**src/rtl/fetch_pkg.sv**
```systemverilog
// Shared types and constants for the fetch unit.
// State encoding, redirect selects and default PC stepping.
package fetch_pkg;

  typedef enum logic {
    IDLE = 1'b0,
    WAIT = 1'b1
  } state_e;

  localparam logic REDIR_ABS = 1'b0;
  localparam logic REDIR_REL = 1'b1;

  localparam int DEF_INC        = 4;
  localparam int DEF_ALIGN_BITS = 2;

endpackage

```
**src/rtl/fetch_if.sv**
```systemverilog
// Instruction-memory read handshake.
// master = fetch side, slave = memory side.
interface fetch_if #(
  parameter int DATA_W = 32
);

  logic [DATA_W-1:0] oImemAddr;
  logic              oImemRead;
  logic [DATA_W-1:0] iImemData;
  logic              iImemValid;

  modport master (
    output oImemAddr,
    output oImemRead,
    input  iImemData,
    input  iImemValid
  );

  modport slave (
    input  oImemAddr,
    input  oImemRead,
    output iImemData,
    output iImemValid
  );

endinterface

```
**src/rtl/fetch_pc_adder.sv**
```systemverilog
// Next-PC arithmetic: sequential step and redirect target.
// Both results have the low alignment bits cleared.
module fetch_pc_adder
  import fetch_pkg::*;
#(
  parameter int DATA_W     = 32,
  parameter int OFF_W      = 19,
  parameter int INC        = DEF_INC,
  parameter int ALIGN_BITS = DEF_ALIGN_BITS
) (
  input  logic [DATA_W-1:0] pc,
  input  logic [DATA_W-1:0] target,
  input  logic [OFF_W-1:0]  offset,
  input  logic              redir_sel,
  output logic [DATA_W-1:0] seq_pc,
  output logic [DATA_W-1:0] redir_pc
);

  localparam logic [DATA_W-1:0] ONE  = DATA_W'(1);
  localparam logic [DATA_W-1:0] MASK =
    ~((ONE << ALIGN_BITS) - ONE);

  logic [DATA_W-1:0] off_sx;
  logic [DATA_W-1:0] rel_pc;

  // Sign-extend the offset, form both candidates, align
  always_comb begin
    off_sx = {{(DATA_W-OFF_W){offset[OFF_W-1]}}, offset};
    rel_pc = pc + off_sx;
    seq_pc = (pc + DATA_W'(INC)) & MASK;
    if (redir_sel == REDIR_REL) begin
      redir_pc = rel_pc & MASK;
    end else begin
      redir_pc = target & MASK;
    end
  end

endmodule

```
**src/rtl/fetch_unit.sv**
```systemverilog
// Instruction fetch / PC unit with variable-latency memory
// handshake, absolute/relative redirect and sticky timeout.
module fetch_unit
  import fetch_pkg::*;
#(
  parameter int DATA_W     = 32,
  parameter int OFF_W      = 19,
  parameter int INC        = DEF_INC,
  parameter int ALIGN_BITS = DEF_ALIGN_BITS,
  parameter int RESET_PC   = 0,
  parameter int WAIT_W     = 4
) (
  input  logic              iClk,
  input  logic              nRst,
  input  logic              iStart,
  input  logic              iRedirect,
  input  logic              iRedirSel,
  input  logic [DATA_W-1:0] iTarget,
  input  logic [OFF_W-1:0]  iOffset,
  fetch_if.master           imem,
  output logic [DATA_W-1:0] oInstr,
  output logic              oInstrValid,
  output logic [DATA_W-1:0] oInstrAddr,
  output logic [DATA_W-1:0] oPc,
  output logic              oBusy,
  output logic              oFault
);

  localparam logic [WAIT_W-1:0] CNT_LAST =
    WAIT_W'((1 << WAIT_W) - 2);

  state_e            state_q, state_d;
  logic [DATA_W-1:0] pc_q, pc_d;
  logic [DATA_W-1:0] addr_q, addr_d;
  logic              rd_q, rd_d;
  logic              busy_q, busy_d;
  logic              fault_q, fault_d;
  logic [DATA_W-1:0] instr_q, instr_d;
  logic [DATA_W-1:0] iaddr_q, iaddr_d;
  logic              ivld_q, ivld_d;
  logic [WAIT_W-1:0] cnt_q, cnt_d;

  logic [DATA_W-1:0] seq_pc;
  logic [DATA_W-1:0] redir_pc;

  fetch_pc_adder #(
    .DATA_W     (DATA_W),
    .OFF_W      (OFF_W),
    .INC        (INC),
    .ALIGN_BITS (ALIGN_BITS)
  ) u_adder (
    .pc        (pc_q),
    .target    (iTarget),
    .offset    (iOffset),
    .redir_sel (iRedirSel),
    .seq_pc    (seq_pc),
    .redir_pc  (redir_pc)
  );

  // Next-state: redirect beats start in IDLE; data beats timeout in WAIT
  always_comb begin
    state_d = state_q;
    pc_d    = pc_q;
    addr_d  = addr_q;
    rd_d    = rd_q;
    busy_d  = busy_q;
    fault_d = fault_q;
    instr_d = instr_q;
    iaddr_d = iaddr_q;
    ivld_d  = 1'b0;
    cnt_d   = cnt_q;
    unique case (state_q)
      IDLE: begin
        if (iRedirect) begin
          pc_d = redir_pc;
        end else if (iStart && !fault_q) begin
          addr_d  = pc_q;
          rd_d    = 1'b1;
          busy_d  = 1'b1;
          cnt_d   = '0;
          state_d = WAIT;
        end
      end
      WAIT: begin
        if (imem.iImemValid) begin
          instr_d = imem.iImemData;
          iaddr_d = addr_q;
          pc_d    = seq_pc;
          ivld_d  = 1'b1;
          rd_d    = 1'b0;
          busy_d  = 1'b0;
          state_d = IDLE;
        end else if (cnt_q == CNT_LAST) begin
          fault_d = 1'b1;
          rd_d    = 1'b0;
          busy_d  = 1'b0;
          cnt_d   = cnt_q + 1'b1;
          state_d = IDLE;
        end else begin
          cnt_d = cnt_q + 1'b1;
        end
      end
      default: state_d = IDLE;
    endcase
  end

  // State and output registers; reset abandons any read at once
  always_ff @(posedge iClk or negedge nRst) begin
    if (!nRst) begin
      state_q <= IDLE;
      pc_q    <= DATA_W'(RESET_PC);
      addr_q  <= DATA_W'(RESET_PC);
      rd_q    <= 1'b0;
      busy_q  <= 1'b0;
      fault_q <= 1'b0;
      instr_q <= '0;
      iaddr_q <= '0;
      ivld_q  <= 1'b0;
      cnt_q   <= '0;
    end else begin
      state_q <= state_d;
      pc_q    <= pc_d;
      addr_q  <= addr_d;
      rd_q    <= rd_d;
      busy_q  <= busy_d;
      fault_q <= fault_d;
      instr_q <= instr_d;
      iaddr_q <= iaddr_d;
      ivld_q  <= ivld_d;
      cnt_q   <= cnt_d;
    end
  end

  assign imem.oImemAddr = addr_q;
  assign imem.oImemRead = rd_q;
  assign oInstr         = instr_q;
  assign oInstrValid    = ivld_q;
  assign oInstrAddr     = iaddr_q;
  assign oPc            = pc_q;
  assign oBusy          = busy_q;
  assign oFault         = fault_q;

endmodule
```
**src/flat_wrapper.sv**
```systemverilog
// flat-port wrapper written by rule: the top's interface ports become plain ports
module fetch_unit_flat import fetch_pkg::*;
#(
  parameter int DATA_W     = 32,
  parameter int OFF_W      = 19,
  parameter int INC        = DEF_INC,
  parameter int ALIGN_BITS = DEF_ALIGN_BITS,
  parameter int RESET_PC   = 0,
  parameter int WAIT_W     = 4
)
  (iClk, nRst, iStart, iRedirect, iRedirSel, iTarget, iOffset, oInstr, oInstrValid, oInstrAddr, oPc, oBusy, oFault, imem_oImemAddr, imem_oImemRead, imem_iImemData, imem_iImemValid);
  fetch_if #(.DATA_W(DATA_W)) imem_i ();
  input  logic iClk;
  input  logic nRst;
  input  logic iStart;
  input  logic iRedirect;
  input  logic iRedirSel;
  input  logic [DATA_W-1:0] iTarget;
  input  logic [OFF_W-1:0] iOffset;
  output logic [DATA_W-1:0] oInstr;
  output logic oInstrValid;
  output logic [DATA_W-1:0] oInstrAddr;
  output logic [DATA_W-1:0] oPc;
  output logic oBusy;
  output logic oFault;
  output wire logic [$bits(imem_i.oImemAddr)-1:0] imem_oImemAddr;
  output wire logic [$bits(imem_i.oImemRead)-1:0] imem_oImemRead;
  input wire logic [$bits(imem_i.iImemData)-1:0] imem_iImemData;
  input wire logic [$bits(imem_i.iImemValid)-1:0] imem_iImemValid;
  assign imem_oImemAddr = imem_i.oImemAddr;
  assign imem_oImemRead = imem_i.oImemRead;
  assign imem_i.iImemData = imem_iImemData;
  assign imem_i.iImemValid = imem_iImemValid;
  fetch_unit #(.DATA_W(DATA_W), .OFF_W(OFF_W), .INC(INC), .ALIGN_BITS(ALIGN_BITS), .RESET_PC(RESET_PC), .WAIT_W(WAIT_W)) u_core (.iClk(iClk), .nRst(nRst), .iStart(iStart), .iRedirect(iRedirect), .iRedirSel(iRedirSel), .iTarget(iTarget), .iOffset(iOffset), .imem(imem_i), .oInstr(oInstr), .oInstrValid(oInstrValid), .oInstrAddr(oInstrAddr), .oPc(oPc), .oBusy(oBusy), .oFault(oFault));
endmodule
```
**config.mk**
```make
export PLATFORM = sky130hd
export DESIGN_NAME = fetch_unit_flat
export DESIGN_NICKNAME = d
export VERILOG_FILES = /design/src/rtl/fetch_pkg.sv /design/src/rtl/fetch_if.sv /design/src/rtl/fetch_pc_adder.sv /design/src/rtl/fetch_unit.sv /design/src/flat_wrapper.sv
export SDC_FILE = /design/constraint.sdc
export NUM_CORES = 1
export LEC_CHECK = 0
export BUFFER_PORTS_ARGS = -buffer_cell sky130_fd_sc_hd__clkbuf_2
export CORE_MARGIN = 2
export CORE_UTILIZATION = 34
export CTS_CLUSTER_DIAMETER = 80
export DETAILED_ROUTE_END_ITERATION = 16
export MAX_ROUTING_LAYER = met4
export PLACE_DENSITY = 0.63
export SLEW_MARGIN = 5
export SYNTH_ARGS = -nofsm -noshare
export SYNTH_HDL_FRONTEND = slang
export SYNTH_HIERARCHICAL = 1
export SYNTH_SLANG_ARGS = --single-unit
```
**constraint.sdc**
```tcl
create_clock -name iClk -period 3.25 [get_ports iClk]
set_clock_uncertainty 0.1 [all_clocks]
set_input_delay 0.1625 -clock iClk [delete_from_list [all_inputs] [get_ports iClk]]
set_output_delay 0.1625 -clock iClk [all_outputs]
set_load 0.01 [all_outputs]
```
==> out/metrics.cfg <==
[placement]
dp_cells = 1398
place_congestion = 0.871
placed_area_sq_um = 9880
portBuffers = 218
dpl.hpwl_microns = 18500

[layout]
area_growth_pct = 27.9
fin_cells = 1463
layout.nets = 1248
final_area_sq_um = 10800
drive_gt1_frac = 0.318
antenna_cells = 0

[route]
drc = 0
vias = 7317
wl_per_cell_microns = 17.0
vias_per_cell = 5.00
antenna_left = 0
drt-total-wl_microns = 24900
drt_iter0_drc = 575
drtPass1Iterations = 5

[synthesis]
synth-seq-cells = 136
mappedNetlistArea_sq_um = 8440
synth_top_area_cell = dfrtp_1
synth_top_cell_area_share = 0.403
synth_ff_type = dfrtp_1
netlist_top_cells_count = nand2_1, dfrtp_1, mux2_2, o21ai_0, a21oi_1
synth-edff-count = 0
avgSynthCellArea_sq_um = 9.58
syn_inst = 881
synthArstFlopShare = 1.00
yosys_warnings = 6
synth.area.top_cells = dfrtp_1, nand2_1, mux2_2, ha_1, mux2i_1
synth_cell_types = 75
ys_seq_area_frac = 0.403
yosysMostFrequentCell = nand2_1

[setup_path]
cp_num_buf_inv = 0
crit_path_end_kind = register
crit_cells = 9
path_class = reg -> reg
cp_cell_sequence = ha_1, a21oi_1, o21ai_1, a22oi_1, nand2_1, or4_1, nand4_1, mux2i_1, o21ai_0
required_ps = 3480
reg2reg_to = u_core/oPc[30]
setup.worst_path.start = u_core/oPc[13]
slowest_delay_ps = 490
rr_worst_depth = 9
cp_top_family = compound AO/OA/AOI/OAI gates
arrival_ps = 3110
r2r-start = u_core/oPc[13]
r2r_slack_ps = 380
crit_path_max_fanout = 8
critPathCapture = u_core/oPc[30]
cp_slowest_cell = or4_1
cp-start-kind = register

[die]
num_rows = 57
design.core.area_sq_um = 24300
die_w_microns = 162
floorplan.initialDensity = 0.347
die_area_sq_um = 26100
die_h_microns = 162
ios = 221

[min_path]
hp-class = in -> reg

[clocking]
cts_resized = 0
clockBufferDepth = 2
htreeDepth = 4
cts_root_buf = clkbuf_16
clock_latency_ps = 410
cts_tree = done
cts.reportedPaths.clkPinSlew_ps = 60
clock_sinks = 136
cts_made_buffers = 17

[global_route]
grt_pass1_wl_microns = 38700
grt_pass1_vias = 7227
antenna_found_initial = 0
grt_usage = 0.193
grt-ovfl-total = 0
grt_max_degree = 110

[status]
status = finished clean

[sta]
hold_violations = 0
fin_hold_ws_ps = 57.1
setup-tns-final_ps = 0
drv_slew = 0
rsz0062_at_grt = false
worst_pin_slew_ps = 1000
timing.fmax_mhz = 348
finalCriticalPeriod_ps = 2870
slew_headroom = 0.332
setup_viol = 0
post-route-period-util = 0.884

[power]
power.total_mw = 9.40
p_per_area_nw_per_um2 = 870
p_leak_nw = 5.16
ir_worst_vdd_mv = 0.367

[run]
maxCapViolations = 0

final cells by class:
type | count | area (sq um)
Clock buffer | 18 | 439
Clock inverter | 14 | 149
Fill cell | 2371 | 13500
Inverter | 12 | 45.0
Multi-Input combinational cell | 677 | 4680
Sequential cell | 136 | 3400
Tap cell | 324 | 405
Timing Repair Buffer | 282 | 1670
routing by layer:
metal	part of all wire	vias up	track usage
met2	0.47	200	0.312
li1	-	3626	-
met1	0.47	3465	0.254
met4	0.017	0	0.0572
met5	0	-	-
met3	0.047	26	0.0254
sequential cells by signal (all words and copies together), names as in the netlist:
signal	flops
u_core/state_q	1
u_core/oPc	32
u_core/oInstr	32
u_core/oBusy	1
u_core/oInstrAddr	32
u_core/oInstrValid	1
u_core/cnt_q	4
u_core/oFault	1
u_core/imem.oImemAddr	32
what timing repair did:
action                                 4_1_cts  5_1_grt
buffers inserted                             0        0
hold buffers                                33        0
endpoints found under the hold margin      139        0
cell usage in the layout (no fill, tap or decap), types with 4 or more instances in the layout:
| cell type | netlist | layout |
|---|---|---|
| a211oi_1 | 4 | 4 |
| a21oi_1 | 34 | 34 |
| o21ai_1 | 7 | 7 |
| dlygate4sd3_1 | 0 | 33 |
| mux2_2 | 56 | 56 |
| ha_1 | 33 | 33 |
| xor2_1 | 14 | 14 |
| or3_1 | 4 | 4 |
| clkbuf_16 | 0 | 17 |
| o31ai_1 | 8 | 8 |
| nand2b_1 | 5 | 5 |
| buf_4 | 9 | 30 |
| conb_1 | 1 | 4 |
| o21bai_1 | 4 | 4 |
| nand3_1 | 30 | 30 |
| nor2b_1 | 4 | 4 |
| a21o_1 | 9 | 9 |
| mux2i_1 | 32 | 32 |
| o21ai_0 | 49 | 49 |
| clkbuf_2 | 0 | 217 |
| mux2_1 | 19 | 19 |
| and3_1 | 10 | 10 |
| dfrtp_1 | 136 | 135 |
| o21a_1 | 12 | 12 |
| xnor2_1 | 30 | 30 |
| and4_1 | 4 | 4 |
| nor3_1 | 15 | 15 |
| a21oi_2 | 5 | 5 |
| nor2_1 | 29 | 29 |
| clkinvlp_4 | 0 | 4 |
| o211ai_1 | 8 | 8 |
| inv_1 | 10 | 10 |
| nand2_1 | 173 | 173 |
| nand4_1 | 22 | 22 |
worst register-to-register path: stages (launching register included):
cell and delay, ps:
dfrtp_1 470, ha_1 430, a21oi_1 260, o21ai_1 160
a22oi_1 270, nand2_1 180, or4_1 490, nand4_1 160
mux2i_1 90, o21ai_0 180
report_power, final:
part	internal, mW	switching (mW)
clock network	1.15	0.749
logic	1.98	2.65
registers	2.33	0.534
total	5.47	3.93
how the worst min path moves through the flow:
stage | start | end | slack, ps | cells after the start
finish | iTarget[25] | u_core/oPc[25] | 60 | 5
global route | iTarget[13] | u_core/oPc[13] | 80 | 4
CTS | iTarget[25] | u_core/oPc[25] | 40 | 5
detailed placement | nRst | u_core/oPc[3] | 270 | 1
global placement | nRst | u_core/oPc[3] | 260 | 1
floorplan | nRst | u_core/cnt_q[0] | -230 | 0
metrics by stage:
step                      utilization  worst slack, ps
after floorplan                     -              651
after global placement          0.406              506
after detailed placement        0.406              427
after CTS                       0.444              421
after global routing            0.444              163
final                           0.444              376
cell families after synthesis:
logic type                 share of synthesized area
adders and majority gates                     0.0489
and+or+nand+nor                                0.176
AOI/OAI and AO/OA                              0.142
xor gates and xnor gates                      0.0457
muxes                                          0.140
other                                       0.000444
buffers and inverters                         0.0446
DFF                                            0.403
(Power assumes the default switching activity.)
